[config.mk]
export PLATFORM = sky130hd
export DESIGN_NAME = saturate_u8
export DESIGN_NICKNAME = d
export VERILOG_FILES = /design/src/rtl/saturate_pkg.sv /design/src/rtl/sat_counter.sv /design/src/rtl/saturate_u8.sv
export SDC_FILE = /design/constraint.sdc
export NUM_CORES = 1
export LEC_CHECK = 0
export BUFFER_PORTS_ARGS = -buffer_cell sky130_fd_sc_hd__buf_2
export CAP_MARGIN = 20
export CORE_AREA = 2 2 39 41
export DETAILED_ROUTE_END_ITERATION = 12
export DIE_AREA = 0 0 41 43
export PLACE_DENSITY = 0.68
export SLEW_MARGIN = 10
export SYNTH_ARGS = -nofsm -noshare
export SYNTH_HDL_FRONTEND = slang
export SYNTH_SLANG_ARGS = --single-unit
[constraint.sdc]
create_clock -name clk -period 0.8 [get_ports clk]
set_input_delay 0.08 -clock clk [delete_from_list [all_inputs] [get_ports clk]]
set_output_delay 0.08 -clock clk [all_outputs]
set_load 0.02 [all_outputs]
[src/rtl/saturate_pkg.sv]
// Shared constants and types for the saturate_u8 clamp stage.
package saturate_pkg;

  // Default widths: 10-bit brightness product narrowed to an 8-bit channel.
  localparam int unsigned SAT_IN_W  = 10;
  localparam int unsigned SAT_OUT_W = 8;
  localparam int unsigned SAT_CNT_W = 16;

  // One colour channel of the 24-bit RGB stream.
  typedef logic [SAT_OUT_W-1:0] pixel_t;

endpackage

[src/rtl/sat_counter.sv]
// Saturating event counter used for clamp statistics.
// It sticks at all ones instead of wrapping. clr takes priority over inc, and rst
// takes priority over both.
module sat_counter #(
  parameter int unsigned CNT_W = 16
) (
  input  logic             clk,
  input  logic             rst,
  input  logic             clr,
  input  logic             inc,
  output logic [CNT_W-1:0] count
);

  logic [CNT_W-1:0] count_q;
  logic [CNT_W-1:0] count_d;

  // Next count: clear, saturating increment, or hold.
  always_comb begin
    count_d = count_q;
    if (clr) begin
      count_d = '0;
    end else if (inc && (count_q != '1)) begin
      count_d = count_q + 1'b1;
    end
  end

  // Count register with synchronous reset.
  always_ff @(posedge clk) begin
    if (rst) begin
      count_q <= '0;
    end else begin
      count_q <= count_d;
    end
  end

  assign count = count_q;

endmodule

[src/rtl/saturate_u8.sv]
// Unsigned clamp stage. It narrows an IN_W-bit value to OUT_W bits and registers the result.
// When the SATURATE_STATS_EN macro is defined, the build adds a saturation-event counter
// with the sat_count and cnt_clr ports.
module saturate_u8
  import saturate_pkg::*;
#(
  parameter int unsigned IN_W  = SAT_IN_W,
  parameter int unsigned OUT_W = SAT_OUT_W
`ifdef SATURATE_STATS_EN
  ,
  parameter int unsigned CNT_W = SAT_CNT_W
`endif
) (
  input  logic             clk,
  input  logic             rst,
  input  logic             in_valid,
  input  logic [IN_W-1:0]  in_data,
  output logic             out_valid,
  output logic [OUT_W-1:0] out_data,
`ifdef SATURATE_STATS_EN
  output logic [CNT_W-1:0] sat_count,
  input  logic             cnt_clr,
`endif
  output logic             sat
);

  if (IN_W < OUT_W) begin : g_bad_width
    $error("saturate_u8: IN_W must be >= OUT_W");
  end

  logic [OUT_W-1:0] result;
  logic             sat_n;

  if (IN_W > OUT_W) begin : g_clamp
    // Any set bit above the output width means the value exceeds the ceiling.
    always_comb begin
      sat_n  = |in_data[IN_W-1:OUT_W];
      result = sat_n ? {OUT_W{1'b1}} : in_data[OUT_W-1:0];
    end
  end else begin : g_pass
    // Equal widths: nothing can overflow.
    always_comb begin
      sat_n  = 1'b0;
      result = in_data[OUT_W-1:0];
    end
  end

  logic             out_valid_q;
  logic [OUT_W-1:0] out_data_q;
  logic             sat_q;

  // Output registers. Data and the sat flag only load on valid input.
  always_ff @(posedge clk) begin
    if (rst) begin
      out_valid_q <= 1'b0;
      out_data_q  <= '0;
      sat_q       <= 1'b0;
    end else begin
      out_valid_q <= in_valid;
      if (in_valid) begin
        out_data_q <= result;
        sat_q      <= sat_n;
      end
    end
  end

  assign out_valid = out_valid_q;
  assign out_data  = out_data_q;
  assign sat       = sat_q;

`ifdef SATURATE_STATS_EN
  sat_counter #(
    .CNT_W (CNT_W)
  ) u_sat_counter (
    .clk   (clk),
    .rst   (rst),
    .clr   (cnt_clr),
    .inc   (in_valid & sat_n),
    .count (sat_count)
  );
`endif

endmodule

## After elaboration in Yosys (flattened, before gate mapping)

Index checks and enable logic that the tools add are counted.

- Bits in registers: 10
- Input port bits: 13
- Output and inout port bits: 10
- Logic and storage cells: 5

- Multiplexer cells: 1
- Reduce and logical (&&, ||, !) cells: 1

Operator list:

| operator | number |
|---|---|
| 2-to-1 mux 8 bit | 1 |
| OR reduction 2 bit | 1 |

## Depth between registers and ports, before layout

Gate-level depths: netlist of run 1.

- Depth in word-level cells: 2
- Gate-level depth with buffers: 3
- Gate-level depth less buffers: 2

## Worst setup path after synthesis of run 1

No wires, ideal clock.

- Path type: reg-to-reg
- Start point: register sat (netlist name)
- End point: register sat_q (netlist: sat)
- Library setup time: 0.079 ns
- Arrival: 0.668 ns
- Required time: 0.721 ns
- Slack: 0.053 ns
- Stages on the path, launching flop included: 3
- Path buffers: 0
- Period minus slack after synthesis: 0.747 ns
- Cell sequence: dfxtp_1 nor2_1 a211oi_2

RTL lines:

| element | line | source |
|---|---|---|
| end signal: assignment | saturate_u8.sv:62 | `sat_q <= sat_n;` |
| end: declaration | saturate_u8.sv:50 | `logic sat_q;` |

## Final worst setup path of run 1

- Start point: register out_data_q[3] (netlist: out_data[3])
- End point: output port out_data[3]

RTL lines:

| element | line | source |
|---|---|---|
| start: declaration | saturate_u8.sv:49 | `logic [OUT_W-1:0] out_data_q;` |
| start signal: assignment | saturate_u8.sv:61 | `out_data_q <= result;` |
| end: declaration | saturate_u8.sv:19 | `output logic [OUT_W-1:0] out_data,` |

No word-level cell between the ends.

==> flow_summary.yaml, run 1 <==
run_status:
  status: "finished, final reports clean"
floorplanning:
  coreArea_sq_um: 1384
  die_h_um: 43
  start_util: 0.3580
  dieArea_sq_um: 1763
  core.rowCount: 14
  io_pins: 23
  die_w_um: 41
clock_tree:
  cts_root_buf: "clkbuf_4"
  htreeDepth: 1
  cts-buffers-inserted: 3
  clock-sinks: 10
  cts_tree: "done"
  clk_path_buf_depth: 2
  clk_pin_slew_ps: 60
  cts_hold_buf: 0
  clk_latency_ps: 250
drt:
  postRouteAntennaNets: 0
  drc: 0
  via_per_inst: 4.802
  wirelength_um: 951
  vias: 389
  routedWlPerCell_um: 11.74
  drt_pass1_iterations: 3
  first_iter_violations: 2
final_layout:
  fillers: 145
  drive_gt1_frac: 0.8308
  area_growth_pct: 39.65
  fin_util: 0.5000
  nets: 80
  n_antenna_cell: 0
timing:
  finalCritPeriodShare: 0.9923
  layout_min_cycle_time_ps: 793.8
  finalSetupViolCount: 0
  slew-limit-headroom: 0.8171
  hold_violations: 0
  worst_slew_pin_slew_ps: 274.4
  rsz0062_at_grt: "true"
  skew_ps: 0
  drv_slew: 0
  fmax_ghz: 1.260
logic_synthesis:
  synth-seq-area-share: 0.4040
  syn_area_sq_um: 495.5
  synth-compound-area-share: 0.2273
  yosysWarningCount: 0
  syn_inst: 43
  ys_ff_latch: 10
  synth_nets: 56
  synthAdderAreaFrac: 0
  synth-xor-area-share: 0
  synth_simple_gate_area_frac: 0.2500
  syn_avg_cell_area_sq_um: 11.52
  muxShareOfSynthArea: 0
  synth.distinct_cells: 8
  synth_top_family_by_area: "simple AND/OR/NAND/NOR gates"
worst_setup_path:
  worstPathCellList: "buf_6"
  worst-path-max-fanout: 2
  critPathLaunchType: "register"
  crit_path_max_incr_delay_ps: 340
  critical_path_class: "reg2out"
  worstSetupStartpoint: "out_data[3]$_SDFFE_PP0P_"
  rr_startpoint: "out_data[7]$_SDFFE_PP0P_"
  worst-endpoint-arrival_ps: 710
  worst-path-buf-inv: 1
  slowest_stage: "dfxtp_2"
  end_kind: "output pin"
  required_ps: 720
  critical_path.top_delay_family: "flip-flops"
placed_design:
  gp_congestion: 0.5890
  numPortBuffers: 22
  hpwl_um: 647
power:
  ir_worst_vdd_mv: 0.9188
  power.density_nw_per_um2: 1718
  p_leak_nw: 0.2785
  internal-power_w: 0.0008607
  finalPower_w: 0.001188
  p_sw_w: 0.0003278
  clkPwrFrac: 0.275
  p_sw_frac: 0.2758
  p_seq_frac: 0.478
  combPwrFrac: 0.247
grt:
  grt_pass1_wl_mm: 1.552
  overflow: 0
  grt_pass1_vias: 365
  grtUsageTotal: 0.1343
  grt_antenna_before_repair: 0
  grt_start_max_net_pins: 20
min_path:
  min-delay-start: "in_data[7]"
  hold_path.class: "in2reg"
run:
  maxCapViolations: 0
[synthesized netlist by cell type (all sizes together)]
library cell  count  area (sq um)
nor2             10         37.54
nor2b             1         6.260
dfxtp            10         200.2
a211oi            9         112.6
buf               4         53.80
clkbuf            1         5.000
nor3              8         80.08
[area by class of cell]
type | instances | area (sq um) | share of cell area
tap | 16 | 20.02 | 0.02893
timing repair buffer | 24 | 200.2 | 0.2893
clock buffer | 3 | 22.52 | 0.03255
sequential | 10 | 212.7 | 0.3074
multi-input combinational | 28 | 236.5 | 0.3418
[per-stage QoR]
step	cell area (sq um)	hold WS (ps)	cells	worst slack (ps)	TNS, ps
2_1_floorplan	495.5	324.0	43	52.60	0
3_3_place_gp	586.8	424.1	77	111.7	0
3_5_place_dp	586.8	433.8	77	95.63	0
4_1_cts	676.9	157.7	80	-1.112	-1.112
5_1_grt	691.9	164.5	81	-23.46	-79.89
6_report	691.9	159.2	81	6.151	0
[layout by cell type (no fill, tap or decap)]
master	Yosys	final
nor2_1	10	10
clkbuf_4	0	3
nor2b_1	1	1
dfxtp_2	0	10
a211oi_2	9	9
buf_6	3	10
buf_12	1	1
nor3_2	8	8
buf_4	0	1
buf_2	0	12
[kinds of logic (layout without fill, tap and decap cells)]
group,Yosys count,in the layout
AND/OR/NAND/NOR,19,19
AO/OA/AOI/OAI,9,9
flip-flops,10,10
buffers and inverters,5,27
[final timing paths]
check        cells past startpoint                       end  slack [ps]
max                              1               out_data[3]           6
max reg2reg                      3  out_data[7]$_SDFFE_PP0P_          80
min reg2reg                      2  out_data[4]$_SDFFE_PP0P_         520
min                              3  out_data[7]$_SDFFE_PP0P_         160
[power by group through the flow]
stage          Sequential, W  Clock (W)  Combinational [W]
3_3_place_gp        0.000563          0           0.000242
2_1_floorplan       0.000610          0           0.000132
4_1_cts             0.000568   0.000342           0.000285
5_1_grt             0.000572   0.000363           0.000314
3_5_place_dp        0.000563          0           0.000245
6_report            0.000569   0.000327           0.000293
[what timing repair did]
action | 4_1_cts | 5_1_grt
endpoints found under the hold margin | 0 | 0
setup endpoints to repair | 9 | 9
gates resized for setup | 27 | 3
buffers inserted | 0 | 1
[worst min-delay path: stages]
cell and delay (ps):
buf_2 100, nor3_2 110, a211oi_2 80
[state kept, by name, indices dropped and copies added (netlist names)]
signal,count
out_data,8
sat,1
out_valid,1
[metal layers]
| layer | wire length [um] | part of all wire | global-route usage | up-vias |
|---|---|---|---|---|
| li1 | - | - | - | 195 |
| met1 | 350 | 0.37 | 0.1607 | 179 |
| met2 | 522 | 0.55 | 0.1938 | 13 |
| met3 | 68 | 0.072 | 0.05236 | 2 |
| met4 | 9 | 0.0095 | 0.08000 | 0 |
| met5 | 0 | 0 | 0 | - |
No activity file was read; power rests on OpenSTA's default activity.
==> run 2, diff against run 1 <==
REMOVE_ABC_BUFFERS = 1   (was not set)
==> flow_summary.yaml, run 2 (same netlist as run 1, synthesis figures left out) <==
worst_setup_path:
  end_kind: "output pin"
  ff2ff_path_depth: 3
  r2r_end: "out_data[0]$_SDFFE_PP0P_"
  rr_startpoint: "out_data[0]$_SDFFE_PP0P_"
  r2r_setup_slack_ps: 70
  slowest_stage: "dfxtp_2"
  worst-path-buf-inv: 1
  crit_path_max_incr_delay_ps: 340
  critPathLaunchType: "register"
  worst-endpoint-arrival_ps: 720
  worst-path-max-fanout: 2
  critical_path_class: "reg2out"
  worstPathCellList: "buf_6"
  required_ps: 720
  critical_path.top_delay_family: "flip-flops"
power:
  finalPower_w: 0.001328
  power.density_nw_per_um2: 1862
  ir_worst_vdd_mv: 0.9086
  p_leak_nw: 0.2907
grt:
  overflow: 0
  grtUsageTotal: 0.1319
  grt_pass1_vias: 339
  grt_antenna_before_repair: 0
  grt_start_max_net_pins: 20
  grt_pass1_wl_mm: 1.511
final_layout:
  n_antenna_cell: 0
  multi_input_area_sq_um: 236.5
  drive_gt1_frac: 0.8358
  fillers: 128
  register_area_sq_um: 212.7
  final_cell_mix: "buf_2, nor2_1, dfxtp_2, buf_6, a211oi_2"
  area_growth_pct: 43.94
  final_common_cell: "buf_2"
  largest_reg_flops: 8
  nets: 81
placed_design:
  gp_congestion: 0.6598
  numPortBuffers: 22
timing:
  fmax_ghz: 1.245
  drv_slew: 0
  skew_ps: 0
  finalSetupViolCount: 1
  finalCritPeriodShare: 1.004
  hold_violations: 0
  hold-worst-slack_ps: 152.9
  worst_slew_pin_slew_ps: 279.4
  layout_min_cycle_time_ps: 803.4
  setup_slack_ps: -3.447
  slew-limit-headroom: 0.8138
  rsz0062_at_grt: "true"
floorplanning:
  die_h_um: 43
  coreArea_sq_um: 1384
  dieArea_sq_um: 1763
  die_w_um: 41
  start_util: 0.3580
  core.rowCount: 14
  io_pins: 23
min_path:
  hold_depth: 3
  min_to: "out_data[3]$_SDFFE_PP0P_"
  hold_path.class: "in2reg"
  min-delay-start: "in_data[3]"
clock_tree:
  clk_pin_slew_ps: 70
  clk_path_buf_depth: 2
  cts_hold_buf: 0
  cts-buffers-inserted: 3
  cts_tree: "done"
  htreeDepth: 1
  clock-sinks: 10
  cts_root_buf: "clkbuf_4"
  clk_latency_ps: 260
run:
  maxCapViolations: 0
drt:
  first_iter_violations: 5
  routedWlPerCell_um: 11.84
  via_per_inst: 4.518
  postRouteAntennaNets: 0
  vias: 375
  drc: 0
  wirelength_um: 983
  drt_pass1_iterations: 4
run_status:
  failed_checks: "setup timing"
  status: "finished, violations left"
==> run 2: cell type report <==
cell class	count	share of cell area
Multi-Input combinational cell	28	0.3316
Sequential cell	10	0.2982
Timing Repair Buffer	25	0.2912
Clock buffer	4	0.05088
Tap cell	16	0.02807
==> run 2: worst register-to-register path: cells and delay by family, from the launching register on <==
kind | cells | cell delay (ps)
DFF | 1 | 330
and+or+nand+nor | 1 | 110
AOI/OAI and AO/OA | 1 | 60
buffers and inverters | 1 | 120
==> run 2: repair_timing <==
item | 4_1_cts | 5_1_grt
setup endpoints to repair | 10 | 10
buffers inserted | 0 | 2
resized for setup | 30 | 0
==> run 2: layer usage <==
| layer | track usage | up-vias | wire [um] |
|---|---|---|---|
| li1 | - | 200 | - |
| met1 | 0.1591 | 157 | 459 |
| met2 | 0.1906 | 16 | 438 |
| met3 | 0.03141 | 2 | 70 |
| met4 | 0.1000 | 0 | 14 |
| met5 | 0 | - | 0 |
==> run 2: report_power, final <==
part	switching, W	internal [W]	leakage [nW]
sequential	0.0000247	0.000543	0.0858
clock	0.000187	0.000276	0.0210
combinational	0.000149	0.000148	0.184
==> run 2: worst max path at each step <==
stage	start	endpoint	slack, ps	depth (start not counted)
floorplan	sat$_SDFFE_PP0P_	sat$_SDFFE_PP0P_	50	2
global placement	in_data[9]	out_data[0]$_SDFFE_PP0P_	110	3
detailed placement	in_data[9]	out_data[6]$_SDFFE_PP0P_	100	3
CTS	sat$_SDFFE_PP0P_	sat	-9	1
global route	out_data[5]$_SDFFE_PP0P_	out_data[5]	-30	1
finish	out_data[7]$_SDFFE_PP0P_	out_data[7]	-3	1
==> run 2: through the flow <==
| step | std cells | setup TNS (ps) | util | worst slack (ps) | instance area, sq um |
|---|---|---|---|---|---|
| final | 83 | -3.447 | 0.5154 | -3.447 | 713.2 |
| after floorplan | 38 | 0 | - | 52.62 | 436.7 |
| after global routing | 83 | -249.6 | 0.5154 | -34.83 | 713.2 |
| after detailed placement | 77 | 0 | 0.4241 | 100.3 | 586.8 |
| after global placement | 77 | 0 | 0.4241 | 109.3 | 586.8 |
| after CTS | 81 | -55.30 | 0.5045 | -8.969 | 698.2 |
